File: src/rtl/caravel_counter_if.sv
// Pad bank between the management SoC and the counter payload.
// Carries pad inputs, pad outputs and their active-low output enables.
interface caravel_counter_if;
    logic [37:0] io_in;
    logic [37:0] io_out;
    logic [37:0] io_oeb;

    modport master (output io_in, input io_out, input io_oeb);
    modport slave  (input io_in, output io_out, output io_oeb);
endinterface

File: src/rtl/caravel_counter.sv
// Two-digit 7-seg counter with shadow self-check and stage FSM; COUNTER_DOWN_EN adds io_in[1] down-count.
// Latency: tick registered, BCD/shadow/stage update the cycle after tick; seg shares the digit-select register stage.
// Backpressure: none; io_in[0] hold freezes the prescaler only.
module caravel_counter #(
    parameter int PRESCALE = 40,
    parameter int MUX_DIV  = 8
) (
    input  logic              clock,
    input  logic              resetb,
    caravel_counter_if.slave  bus
);
    localparam int PW = $clog2(PRESCALE);
    localparam int MW = (MUX_DIV > 1) ? $clog2(MUX_DIV) : 1;

    typedef enum logic [4:0] {
        ST_RESET = 5'd0,
        ST_PASS  = 5'd30,
        ST_RUN   = 5'd31
    } stage_t;

    logic [PW-1:0] pre_q;
    logic          tick_q;
    logic [3:0]    ones_q, tens_q;
    logic [6:0]    shadow_q;
    logic [MW-1:0] mux_q;
    logic          sel_q;
    logic [6:0]    seg_q;
    stage_t        stage_q;
    logic          error_q;

    logic hold;
    logic down;
    logic unused_in;
    assign hold = bus.io_in[0];
`ifdef COUNTER_DOWN_EN
    assign down      = bus.io_in[1];
    assign unused_in = ^bus.io_in[37:2];
`else
    assign down      = 1'b0;
    assign unused_in = ^bus.io_in[37:1];
`endif

    function automatic logic [6:0] seg_decode(input logic [3:0] d);
        case (d)
            4'd0:    seg_decode = 7'h3F;
            4'd1:    seg_decode = 7'h06;
            4'd2:    seg_decode = 7'h5B;
            4'd3:    seg_decode = 7'h4F;
            4'd4:    seg_decode = 7'h66;
            4'd5:    seg_decode = 7'h6D;
            4'd6:    seg_decode = 7'h7D;
            4'd7:    seg_decode = 7'h07;
            4'd8:    seg_decode = 7'h7F;
            4'd9:    seg_decode = 7'h6F;
            default: seg_decode = 7'h00;
        endcase
    endfunction

    logic [7:0] bin;
    assign bin = {1'b0, tens_q, 3'b000} + {3'b000, tens_q, 1'b0} + {4'b0000, ones_q};

    logic [3:0] ones_d, tens_d;
    logic [6:0] shadow_d;
    logic       wrap;
    logic       sel_d;
    logic       pre_end;
    logic       mux_end;

    assign pre_end = (pre_q == PW'(PRESCALE - 1));
    assign mux_end = (mux_q == MW'(MUX_DIV - 1));
    assign sel_d   = mux_end ? ~sel_q : sel_q;

    always_comb begin
        ones_d   = ones_q;
        tens_d   = tens_q;
        shadow_d = shadow_q;
        wrap     = 1'b0;
        if (tick_q) begin
            if (down) begin
                if (ones_q == 4'd0) begin
                    ones_d = 4'd9;
                    if (tens_q == 4'd0) begin
                        tens_d = 4'd9;
                        wrap   = 1'b1;
                    end else begin
                        tens_d = tens_q - 4'd1;
                    end
                end else begin
                    ones_d = ones_q - 4'd1;
                end
                shadow_d = (shadow_q == 7'd0) ? 7'd99 : shadow_q - 7'd1;
            end else begin
                if (ones_q == 4'd9) begin
                    ones_d = 4'd0;
                    if (tens_q == 4'd9) begin
                        tens_d = 4'd0;
                        wrap   = 1'b1;
                    end else begin
                        tens_d = tens_q + 4'd1;
                    end
                end else begin
                    ones_d = ones_q + 4'd1;
                end
                shadow_d = (shadow_q == 7'd99) ? 7'd0 : shadow_q + 7'd1;
            end
        end
    end

    always_ff @(posedge clock or negedge resetb) begin
        if (!resetb) begin
            pre_q    <= '0;
            tick_q   <= 1'b0;
            ones_q   <= 4'd0;
            tens_q   <= 4'd0;
            shadow_q <= 7'd0;
            mux_q    <= '0;
            sel_q    <= 1'b0;
            seg_q    <= 7'h3F;
            stage_q  <= ST_RESET;
            error_q  <= 1'b0;
        end else begin
            if (!hold) begin
                pre_q  <= pre_end ? '0 : pre_q + PW'(1);
                tick_q <= pre_end;
            end else begin
                tick_q <= 1'b0;
            end
            ones_q   <= ones_d;
            tens_q   <= tens_d;
            shadow_q <= shadow_d;
            mux_q    <= mux_end ? '0 : mux_q + MW'(1);
            sel_q    <= sel_d;
            // Decode the next-state digit so seg always matches the current select and count.
            seg_q    <= seg_decode(sel_d ? tens_d : ones_d);
            error_q  <= error_q | ({1'b0, shadow_q} != bin);
            case (stage_q)
                ST_RESET: stage_q <= ST_RUN;
                ST_RUN:   if (wrap && !error_q) stage_q <= ST_PASS;
                default:  stage_q <= stage_q;
            endcase
        end
    end

    assign bus.io_out = {error_q, stage_q, 7'b0, tick_q, bin, sel_q, seg_q, 8'b0};
    assign bus.io_oeb = {30'b0, 8'hFF};
endmodule

File: src/flat_wrapper.sv
// flat-port wrapper written by rule: the top's interface ports become plain ports
module caravel_counter_flat 
#(
    parameter int PRESCALE = 40,
    parameter int MUX_DIV  = 8
)
  (clock, resetb, bus_io_in, bus_io_out, bus_io_oeb);
  caravel_counter_if bus_i ();
  input  logic clock;
  input  logic resetb;
  input wire logic [$bits(bus_i.io_in)-1:0] bus_io_in;
  output wire logic [$bits(bus_i.io_out)-1:0] bus_io_out;
  output wire logic [$bits(bus_i.io_oeb)-1:0] bus_io_oeb;
  assign bus_i.io_in = bus_io_in;
  assign bus_io_out = bus_i.io_out;
  assign bus_io_oeb = bus_i.io_oeb;
  caravel_counter #(.PRESCALE(PRESCALE), .MUX_DIV(MUX_DIV)) u_core (.clock(clock), .resetb(resetb), .bus(bus_i));
endmodule
File: config.mk
export PLATFORM = sky130hd
export DESIGN_NAME = caravel_counter_flat
export DESIGN_NICKNAME = d
export VERILOG_FILES = /design/src/rtl/caravel_counter_if.sv /design/src/rtl/caravel_counter.sv /design/src/flat_wrapper.sv
export SDC_FILE = /design/constraint.sdc
export NUM_CORES = 1
export LEC_CHECK = 0
export CAP_MARGIN = 10
export CORE_MARGIN = 2
export CORE_UTILIZATION = 42
export DETAILED_ROUTE_END_ITERATION = 12
export PLACE_DENSITY = 0.81
export SLEW_MARGIN = 20
export SYNTH_ARGS = -nofsm -noshare
export SYNTH_HDL_FRONTEND = slang
export SYNTH_SLANG_ARGS = --single-unit
export TNS_END_PERCENT = 5
File: constraint.sdc
create_clock -name clock -period 2.9 [get_ports clock]
set_input_delay 0.58 -clock clock [delete_from_list [all_inputs] [get_ports clock]]
set_output_delay 0.58 -clock clock [all_outputs]
set_load 0.005 [all_outputs]
=== Yosys cells after proc, flatten, opt, wreduce, memory -nomap -nowiden ===
Memory sizes are Yosys's and may differ from the RTL's. A register that Yosys moved wholly into a read port is not among the register bits.
Cells that the tools add are included.

* $add $sub $neg: 7
* Eq/ne operators: 8
* Muxes and demuxes: 16
* Bitwise operators: 2
* Reduce and logical (&&, ||, !) cells: 6

{| class="wikitable"
|+ Operators by type and width
! kind !! count
|-
| $mux 4 || 6
|-
| $pmux 5 s2 || 1
|-
| $add 4x1->4 const B || 2
|-
| $add 7x5->8 || 1
|-
| $add 8x4->8 || 1
|-
| $eq 4x4->1 const B || 2
|-
| $ne 7x8->1 || 1
|-
| $add 7x1->7 const B || 1
|-
| $eq 7x7->1 const B || 1
|-
| $mux 7 || 1
|-
| $add 6x1->6 const B || 1
|-
| $eq 6x6->1 const B || 1
|-
| $mux 6 || 1
|-
| $eq 5x5->1 const B || 1
|-
| $logic_not 5->1 || 1
|-
| $mux 1 || 5
|-
| $mux 5 || 1
|-
| $add 3x1->3 const B || 1
|-
| $eq 3x3->1 const B || 1
|-
| $mux 3 || 1
|-
| $logic_not 1->1 || 2
|-
| $ne 2x1->1 const B || 1
|-
| $reduce_and 2->1 || 1
|-
| $reduce_bool 2->1 || 1
|-
| 3 further kinds || 3
|}

* Bits in registers: 32
* Memory bits (read-only): 112
* Memories kept: 1

{| class="wikitable"
|+ Memory list
! memory !! words !! width !! rd ports !! clocked after memory_dff !! write ports !! RTL line !! source
|-
| (name not given) || 16 || 7 || 1 || 1 || 0 || caravel_counter.sv:44 || <nowiki>case (d)</nowiki>
|}

=== Longest topological paths before layout ===
Gate-level depths: netlist of run 1.

* Depth in word-level cells: 7
* Mapped depth: 11
* Mapped depth without buffers: 10

=== Worst setup path before layout of run 1 ===
No wires, ideal clock.

* Kind: register to output
* Start: reg u_core.tens_q[0]
* End: out bus_io_out[22]
* Arrival time: 2.008 ns
* Data required time: 2.320 ns
* Slack: 0.312 ns
* Cell stages (with the launch flop): 8
* Path buffers: 0
* Path through: dfrtp_1 -> inv_1 -> fa_1 -> inv_1 -> fa_1 -> a21o_1 -> a21oi_1 -> xnor2_1

* Cells in the longest elaborated chain, start to end: 2

{| class="wikitable"
|+ Ends and longest elaborated chain
! what !! RTL line !! source
|-
| start, declared || caravel_counter.sv:23 || <nowiki>logic [3:0] ones_q, tens_q;</nowiki>
|-
| start signal, assigned || caravel_counter.sv:129 || <nowiki>tens_q <= tens_d;</nowiki>
|-
| $add 7x5->8 || caravel_counter.sv:60 || <nowiki>assign bin = {1'b0, tens_q, 3'b000} + {3'b000, tens_q, 1'b0} + {4'b0000, ones_q};</nowiki>
|-
| $add 8x4->8 || caravel_counter.sv:60 ||
|-
| end, declared || flat_wrapper.sv:12 || <nowiki>output wire logic [$bits(bus_i.io_out)-1:0] bus_io_out;</nowiki>
|}

No other way between the ends.

=== Worst setup path in the final report of run 1 ===
* Start: reg u_core.tens_q[2]
* End: out bus_io_out[22]

Same word-level chain as after synthesis.

==> flow_summary.ini, run 1 <==
[setup_path]
critPathTopFamily = adder cells
slowest_library_cell_on_the_worst_path = fa_1
critical_path.max_fanout = 2
worst-endpoint-arrival_ns = 2.26
critPathKind = register to output port
nature_of_the_critical_path_startpoint = register
cp_data_required_time_ns = 2.32
crit_chain = inv_2 > fa_1 > inv_2 > fa_2 > a21o_1 > a21oi_2 > xnor2_2 > buf_2
worstSetupEndpointType = output port
critical_path.max_stage_delay_ns = 0.54
critPathMostFrequentCell = inv_2
cp.buffers_inverters = 3

[clock_tree]
clock_tree_from_tritoncts = built
clk_root_buffer_cell = clkbuf_8
cts_made_buffers = 5
clock_latency_ns = 0.29
cts_hold_buf = 0
path_clk_slew_ns = 0.07
clock_sinks = 36
clk_path_buf_depth = 2
htreeDepth = 2

[timing]
layout_min_cycle_time_ns = 2.84
worst_slew_margin_rel = 0.599
worst_pin_slew_ns = 0.593
final-max-slew-violation-count = 0
fmax_ghz = 0.352
portion_of_the_clock_cycle_consumed_by_the_worst_path_in_the_final_layout = 0.981
clock-skew-final_ns = 0.00486
post-route-worst-setup-slack_ns = 0.0563
finalSetupTns_ns = 0
hold_viol_final = 0
setup_violations = 0
hold-worst-slack_ns = 0.430
grt_setup_unrepaired = yes

[die]
die_area_um2 = 6700
coreArea_um2 = 5890
floorplan.initialDensity = 0.433
fp.dieW_um = 81.9
die_height_um = 81.9
standard_cell_row_count = 28
io-pin-count = 116

[synthesis]
netlist_top_cells_area = dfrtp_1 (29%), buf_4 (18%), ha_1 (8.3%), dfstp_2 (6.2%), xnor2_1 (5.5%)
post-synth-top-area-fraction = 0.295
synth_enable_flop_cells = 0
synthArstFlopShare = 1.00
post-synth-top-count-cell = buf_4
postSynthCellCount = 251
netlist-cell-type-count = 46
total_of_flip_flops_plus_latches_after_synthesis = 36
synth.cells.most_frequent = buf_4 (60), dfrtp_1 (30), ha_1 (17), xnor2_1 (16), inv_1 (14)
ys_seq_area_frac = 0.357
post_synth_instance_area_um2 = 2550
synth-warning-count = 0
syn_area_per_cell_um2 = 10.1
synth.largest_area_cell = dfrtp_1
synthFlopType = dfrtp_1

[routing]
vias = 1625
initialDrtViolationCount = 60
drt_wirelength_um = 4140
viasPerCell = 4.46
wl_per_cell_um = 11.4
drc = 0
detailedRoute.firstPassIterationCount = 4
final_antenna_net_count = 0

[power_and_ir_drop]
power-per-cell-area_nw_per_um2 = 442
leakage_power_of_the_design_uw = 0.00148
max-vdd-ir-drop_mv = 0.160

[placement]
dp_cells = 352
detailedPlace.worstSlack_ns = -0.174
detailedPlacementHpwl_um = 3040
io_buffers = 25
gpl.final_weighted_congestion = 0.776

[run_status]
run_status = finished clean

[final_layout]
nets = 347
finish.cell_count_without_fillers = 364
insertedDiodeCount = 0
final_layout_size_suffix_gt1_frac = 0.204
num-fill-cells = 550
multi_input_area_um2 = 1350
post-route-util = 0.488
synthToLayoutAreaGrowth_pct = 12.8
register_area_um2 = 908

[global_routing]
grt_pass1_vias = 1519
antenna_found_initial = 0
globalRoute.totalOverflow = 0
gr-usage-all-layers = 0.133
grt_first_pass_wirelength_um = 6790
grt_start_max_net_pins = 37

[flow_run]
drv.max_cap_violation_count = 0

[min_path]
worst_hold_path_type = register to register
timing repair:
item	in CTS	in global routing
setup endpoints to repair	5	3
setup buffers	2	2
gates resized for setup	18	6
pin swaps	3	7
registers in the layout (all words and copies together), names as in the netlist:
| register | count |
|---|---|
| u_core.pre_q | 6 |
| u_core.stage_q | 2 |
| u_core.tens_q | 4 |
| u_core.mux_q | 3 |
| u_core.sel_q | 1 |
| u_core.seg_q | 7 |
| u_core.ones_q | 4 |
| u_core.tick_q | 1 |
| u_core.error_q | 1 |
| u_core.shadow_q | 7 |
cell type report:
class / count / area share
Clock buffer: 8 / 0.0348
Tap cell: 75 / 0.0327
Multi-Input combinational cell: 187 / 0.469
Inverter: 15 / 0.0196
Timing Repair Buffer: 43 / 0.128
Sequential cell: 36 / 0.316
layer usage:
layer  global-route usage  wire length (um)
met1                0.158              1650
met5                    0                 0
met3               0.0341               241
met2                0.231              2190
met4               0.0450                57
power by group:
| part | internal, uW | switching (uW) |
|---|---|---|
| clock | 217 | 174 |
| combinational | 130 | 108 |
| sequential | 579 | 61.2 |
path summary, 6_finish.rpt:
kind	slack [ns]	depth (start not counted)	start	to
worst max-delay path	0.06	8	u_core.tens_q[2]	bus_io_out[22]
worst min-delay path	0.43	1	u_core.mux_q[0]	u_core.mux_q[0]
worst max register to register	0.40	12	u_core.tens_q[2]	u_core.error_q
worst min register to register	0.43	1	u_core.mux_q[0]	u_core.mux_q[0]
max in group asynchronous	1.83	2	resetb	u_core.seg_q[4]
min in group asynchronous	0.71	2	resetb	u_core.error_q
cells in the final DEF, fill, tap and decap left out, types with 4 or more instances in the layout:
cell,n
conb_1,53
dfrtp_1,30
clkdlybuf4s50_1,20
buf_4,18
ha_1,15
xnor2_1,14
nand2_1,13
inv_1,11
nor2_1,10
clkbuf_8,7
a21o_1,6
nor2b_1,6
dfstp_2,6
o21ai_0,5
xor2_1,4
inv_2,4
nand3_1,4
nand2b_1,4
mux2i_1,4
mux2_2,4
logic make-up (layout without fill, tap and decap cells):
logic type / count (synthesis) / in the layout / synth area share
compound gates: 28 / 28 / 0.0722
xor+xnor: 22 / 22 / 0.0830
fa+ha+maj: 19 / 19 / 0.0992
buf+inv: 79 / 66 / 0.208
flops: 36 / 36 / 0.357
mux: 10 / 10 / 0.0511
other cells: 2 / 53 / 0.00295
simple gates: 55 / 55 / 0.127
worst reg2reg max path: stages (launching register included):
cell,delay (ns)
dfrtp_1,0.36
inv_2,0.05
fa_1,0.54
inv_2,0.06
fa_2,0.34
a21o_1,0.20
a21oi_2,0.16
xnor2_2,0.08
buf_4,0.14
buf_4,0.12
buf_4,0.12
xnor2_1,0.13
nand3_1,0.09
through the flow:
stage / area (um^2) / power (uW)
floorplan: 2740 / 862
global placement: 2710 / 881
detailed placement: 2710 / 892
CTS: 2830 / 1290
global route: 2870 / 1360
finish: 2870 / 1270
(Power assumes the default switching activity.)
==> run 2, diff against run 1 <==
--- a/config.mk
+++ b/config.mk
@@ -5,6 +5,7 @@
 export SDC_FILE = /design/constraint.sdc
 export NUM_CORES = 1
 export LEC_CHECK = 0
+export ABC_CLOCK_PERIOD_IN_PS = 3000
 export CAP_MARGIN = 10
 export CORE_MARGIN = 2
 export CORE_UTILIZATION = 42
==> constraint.sdc (replaced) <==
create_clock -name clock -period 3 [get_ports clock]
set_input_delay 0.6 -clock clock [delete_from_list [all_inputs] [get_ports clock]]
set_output_delay 0.6 -clock clock [all_outputs]
set_load 0.005 [all_outputs]
==> flow_summary.ini, run 2 (same netlist as run 1, synthesis figures left out) <==
[setup_path]
cp.buffers_inverters = 3
ff_to_ff_path_depth = 11
worst-endpoint-arrival_ns = 2.34
crit_chain = inv_2 > fa_1 > inv_2 > fa_1 > clkdlybuf4s50_1
worstSetupEndpointType = output port
wp_depth = 5
cp_data_required_time_ns = 2.40
critical_path.max_fanout = 2
critPathKind = register to output port
nature_of_the_critical_path_startpoint = register
critical_path.max_stage_delay_ns = 0.54
critPathTopFamily = adder cells
slowest_library_cell_on_the_worst_path = fa_1

[clock_tree]
clk_root_buffer_cell = clkbuf_8
htreeDepth = 2
cts_made_buffers = 5
path_clk_slew_ns = 0.07
clock_sinks = 36
cts_hold_buf = 0
clk_path_buf_depth = 2
clock_tree_from_tritoncts = built
clock_latency_ns = 0.29

[flow_run]
drv.max_cap_violation_count = 0

[timing]
portion_of_the_clock_cycle_consumed_by_the_worst_path_in_the_final_layout = 0.979
worst_slew_margin_rel = 0.570
hold_viol_final = 0
grt_setup_unrepaired = yes
final-max-slew-violation-count = 0
layout_min_cycle_time_ns = 2.94
clock-skew-final_ns = 0.00548
worst_pin_slew_ns = 0.636
setup_violations = 0
finalSetupTns_ns = 0
fmax_ghz = 0.340

[final_layout]
layout_commonest_cell = conb_1
final_layout_size_suffix_gt1_frac = 0.175
finish.instance_area_um2 = 2820
num-fill-cells = 550
insertedDiodeCount = 0
largestRegisters = u_core.seg_q (7), u_core.shadow_q (7), u_core.pre_q (6)
synthToLayoutAreaGrowth_pct = 10.8
nets = 343
most_frequent_cells_in_the_layout = conb_1 (53), dfrtp_1 (30), clkdlybuf4s50_1 (21), xnor2_1 (16), ha_1 (16)

[die]
die_height_um = 81.9
die_area_um2 = 6700
io-pin-count = 116
standard_cell_row_count = 28
fp.dieW_um = 81.9
coreArea_um2 = 5890
floorplan.initialDensity = 0.433

[routing]
initialDrtViolationCount = 70
viasPerCell = 4.45
drc = 0
vias = 1602
final_antenna_net_count = 0
drt_wirelength_um = 4130
wl_per_cell_um = 11.5
detailedRoute.firstPassIterationCount = 4

[min_path]
worst_hold_path_type = register to register
min_delay_path_depth = 1

[placement]
place_area_um2 = 2710
io_buffers = 25
detailedPlacementHpwl_um = 3090
gpl.final_weighted_congestion = 0.778

[run_status]
run_status = finished clean

[global_routing]
globalRoute.totalOverflow = 0
grt_first_pass_wirelength_um = 6610
antenna_found_initial = 0
grt_start_max_net_pins = 37
gr-usage-all-layers = 0.128
grt_pass1_vias = 1487

[power_and_ir_drop]
max-vdd-ir-drop_mv = 0.245
p_total_uw = 1280
leakage_power_of_the_design_uw = 0.00144
power-per-cell-area_nw_per_um2 = 453
## run 2: layer usage
| metal | wire [um] | global-route usage | vias to the layer above | part of all wire |
|---|---|---|---|---|
| li1 | - | - | 775 | - |
| met1 | 1730 | 0.156 | 776 | 0.42 |
| met2 | 2130 | 0.220 | 44 | 0.51 |
| met3 | 219 | 0.0319 | 7 | 0.053 |
| met4 | 58 | 0.0450 | 0 | 0.014 |
| met5 | 0 | 0 | - | 0 |
## run 2: what timing repair did
action	in CTS	in global routing
resized for setup	8	8
buffers inserted	0	1
setup endpoints to repair	5	4
hold endpoints to repair	0	0
pin swaps	2	2
## run 2: final cells by class
cell class              count  area, um^2  area share
multi-input cells         187        1310       0.465
flip-flops and latches     36         908       0.322
repair buffers             39         339       0.120
well taps                  75        93.8      0.0332
clock buffers               5        68.8      0.0244
inverters                  15        56.3      0.0199
clock inverters             3        42.5      0.0151
## run 2: worst paths after layout
path | startpoint | end | slack, ns
worst max-delay path | u_core.tens_q[0] | bus_io_out[19] | 0.06
worst min-delay path | u_core.mux_q[0] | u_core.mux_q[0] | 0.44
worst max register to register | u_core.tens_q[0] | u_core.error_q | 0.51
worst min register to register | u_core.mux_q[0] | u_core.mux_q[0] | 0.44
max in group asynchronous | resetb | u_core.seg_q[1] | 1.92
min in group asynchronous | resetb | u_core.shadow_q[3] | 0.73
## run 2: where the power goes
group          internal, uW  switching [uW]
clock                   246             183
combinational           126             104
sequential              560            59.3
## run 2: stage by stage
stage	hold WS, ns	util	cells	setup slack, ns
2_1_floorplan	0.304	-	302	0.392
3_3_place_gp	0.419	0.460	351	-0.0716
3_5_place_dp	0.420	0.460	351	-0.106
4_1_cts	0.436	0.480	359	-0.0605
5_1_grt	0.480	0.480	360	-0.0170
6_report	0.438	0.480	360	0.0623
## run 2: worst reg2reg max path: stages, from the launching register on
cell,delay (ns)
dfrtp_1,0.36
inv_2,0.05
fa_1,0.54
inv_2,0.05
fa_1,0.38
buf_4,0.15
xor2_2,0.15
buf_4,0.14
xnor2_1,0.14
nand4_1,0.13
nor4_1,0.18
nand3_1,0.10
==> run 3, diff against run 2 <==
--- a/config.mk
+++ b/config.mk
@@ -7,10 +7,13 @@
 export LEC_CHECK = 0
 export ABC_CLOCK_PERIOD_IN_PS = 3000
 export CAP_MARGIN = 10
+export CELL_PAD_IN_SITES_DETAIL_PLACEMENT = 0
+export CELL_PAD_IN_SITES_GLOBAL_PLACEMENT = 2
 export CORE_MARGIN = 2
-export CORE_UTILIZATION = 42
+export CORE_UTILIZATION = 24
 export DETAILED_ROUTE_END_ITERATION = 12
-export PLACE_DENSITY = 0.81
+export PLACE_DENSITY_LB_ADDON = 0.1
+export RECOVER_POWER = 50
 export SLEW_MARGIN = 20
 export SYNTH_ARGS = -nofsm -noshare
 export SYNTH_HDL_FRONTEND = slang
==> flow_summary.ini, run 3 (same netlist as run 1, synthesis figures left out) <==
[timing]
setup_violations = 0
final-max-slew-violation-count = 37
fmax_ghz = 0.339
worst_slew_margin_rel = -0.447
portion_of_the_clock_cycle_consumed_by_the_worst_path_in_the_final_layout = 0.983
clock-skew-final_ns = 0.00789
finalSetupTns_ns = 0
hold_viol_final = 0
worst_pin_slew_ns = 2.17
grt_setup_unrepaired = yes
layout_min_cycle_time_ns = 2.95

[final_layout]
synthToLayoutAreaGrowth_pct = 14.0
most_frequent_cells_in_the_layout = conb_1 (53), dfrtp_1 (30), clkdlybuf4s50_1 (19), buf_4 (17), ha_1 (16)
insertedDiodeCount = 0
final_layout_size_suffix_gt1_frac = 0.180
layout_commonest_cell = conb_1
largestRegisters = u_core.seg_q (7), u_core.shadow_q (7), u_core.pre_q (6)
nets = 347
num-fill-cells = 1088

[setup_path]
critical_path.max_stage_delay_ns = 0.55
cp_data_required_time_ns = 2.40
critPathKind = register to output port
ff_to_ff_path_depth = 11
slowest_library_cell_on_the_worst_path = fa_1
worstSetupEndpointType = output port
critical_path.reg2reg.endpoint = u_core.error_q
worst-endpoint-arrival_ns = 2.35
crit_chain = inv_1 > fa_1 > inv_2 > ha_1 > a21o_1 > a21oi_2 > xnor2_2 > dlygate4sd2_1
r2r-start = u_core.ones_q[3]
cp.buffers_inverters = 3
wp_depth = 8
critPathTopFamily = adder cells
nature_of_the_critical_path_startpoint = register
r2r_slack_ns = 0.45
critical_path.max_fanout = 2

[die]
coreArea_um2 = 10300
floorplan.initialDensity = 0.247
die_area_um2 = 11500
die_height_um = 107
io-pin-count = 116
fp.dieW_um = 107
standard_cell_row_count = 37

[clock_tree]
clock_sinks = 36
htreeDepth = 2
path_clk_slew_ns = 0.07
clock_tree_from_tritoncts = built
clk_root_buffer_cell = clkbuf_8
cts_made_buffers = 5
clk_path_buf_depth = 2
clock_latency_ns = 0.29

[run_status]
failed_checks = max-capacitance violations, max-slew violations
run_status = complete, but fails checks

[global_routing]
grt_start_max_net_pins = 37
gr-usage-all-layers = 0.0844
antenna_found_initial = 0
grt_pass1_vias = 1448
globalRoute.totalOverflow = 0
grt_first_pass_wirelength_um = 7460

[routing]
detailedRoute.firstPassIterationCount = 4
final_antenna_net_count = 0
wl_per_cell_um = 10.8
drt_wirelength_um = 4610
vias = 1575
initialDrtViolationCount = 53
drc = 0
viasPerCell = 3.71

[placement]
detailedPlacementHpwl_um = 3450
io_buffers = 25
gpl.final_weighted_congestion = 0.710

[power_and_ir_drop]
leakage_power_of_the_design_uw = 0.00147
max-vdd-ir-drop_mv = 0.148
power-per-cell-area_nw_per_um2 = 413
p_total_uw = 1200

[min_path]
min_delay_path_depth = 1
hp-start = u_core.mux_q[0]
worst_hold_path_type = register to register
min_delay_worst_endpoint = u_core.mux_q[0]

[flow_run]
drv.max_cap_violation_count = 1
==> run 3: cell types whose count changed in the layout (fill, tap and decap cells not counted), moves of 2 or more <==
cell             change
dlygate4sd2_1        +2
xnor2_1              -2
xnor2_2              +2
clkbuf_1             +4
buf_4                +3
clkdlybuf4s50_1      -2
==> run 3: stage by stage <==
stage | std cells | hold slack, ns | area [um^2] | utilization | setup WS [ns]
floorplan | 302 | 0.304 | 2740 | - | 0.392
global placement | 415 | 0.417 | 2800 | 0.271 | -0.158
detailed placement | 415 | 0.425 | 2800 | 0.271 | -0.193
CTS | 423 | 0.437 | 2890 | 0.280 | -0.0745
global route | 425 | 0.454 | 2910 | 0.281 | -0.0452
finish | 425 | 0.432 | 2910 | 0.281 | 0.0500
==> run 3: final cells by class <==
type	count	area, um^2	share of cell area
multi-input cells	187	1330	0.457
flip-flops and latches	36	908	0.313
repair buffers	43	362	0.124
well taps	136	170	0.0586
clock buffers	7	76.3	0.0263
inverters	15	56.3	0.0194
clock inverters	1	5.00	0.00172
==> run 3: what timing repair did <==
action                                 CTS  global route
hold buffers                             0             0
gates resized for setup                 11             6
endpoints found under the hold margin    0             0
pin swaps                                3             4
setup endpoints to repair                5             4
buffers inserted                         0             2
==> run 3: per-layer routing <==
metal | routed length [um] | vias to the layer above | share of wire | global-route usage
met3 | 242 | 4 | 0.053 | 0.0213
met1 | 2310 | 738 | 0.50 | 0.121
li1 | - | 788 | - | -
met5 | 0 | - | 0 | 0
met2 | 2000 | 45 | 0.43 | 0.123
met4 | 53 | 0 | 0.012 | 0.0278
==> run 3: worst max-delay path by stage <==
stage	to	from
6_report	bus_io_out[21]	u_core.ones_q[3]
5_1_grt	bus_io_out[21]	u_core.ones_q[3]
4_1_cts	bus_io_out[22]	u_core.tens_q[0]
3_5_place_dp	bus_io_out[22]	u_core.tens_q[0]
3_3_place_gp	bus_io_out[22]	u_core.tens_q[0]
2_1_floorplan	bus_io_out[22]	u_core.tens_q[0]
==> run 3: worst register-to-register path: cells and delay by family (launching register included) <==
| kind | cells | cell delay [ns] |
|---|---|---|
| flops | 1 | 0.35 |
| xor+xnor | 2 | 0.30 |
| fa+ha+maj | 2 | 0.94 |
| simple gates | 3 | 0.44 |
| buf+inv | 4 | 0.40 |
==> run 3: where the power goes <==
part	total (uW)	switching (uW)	internal, uW
registers	610	50.7	560
clock network	344	181	163
logic	244	116	128
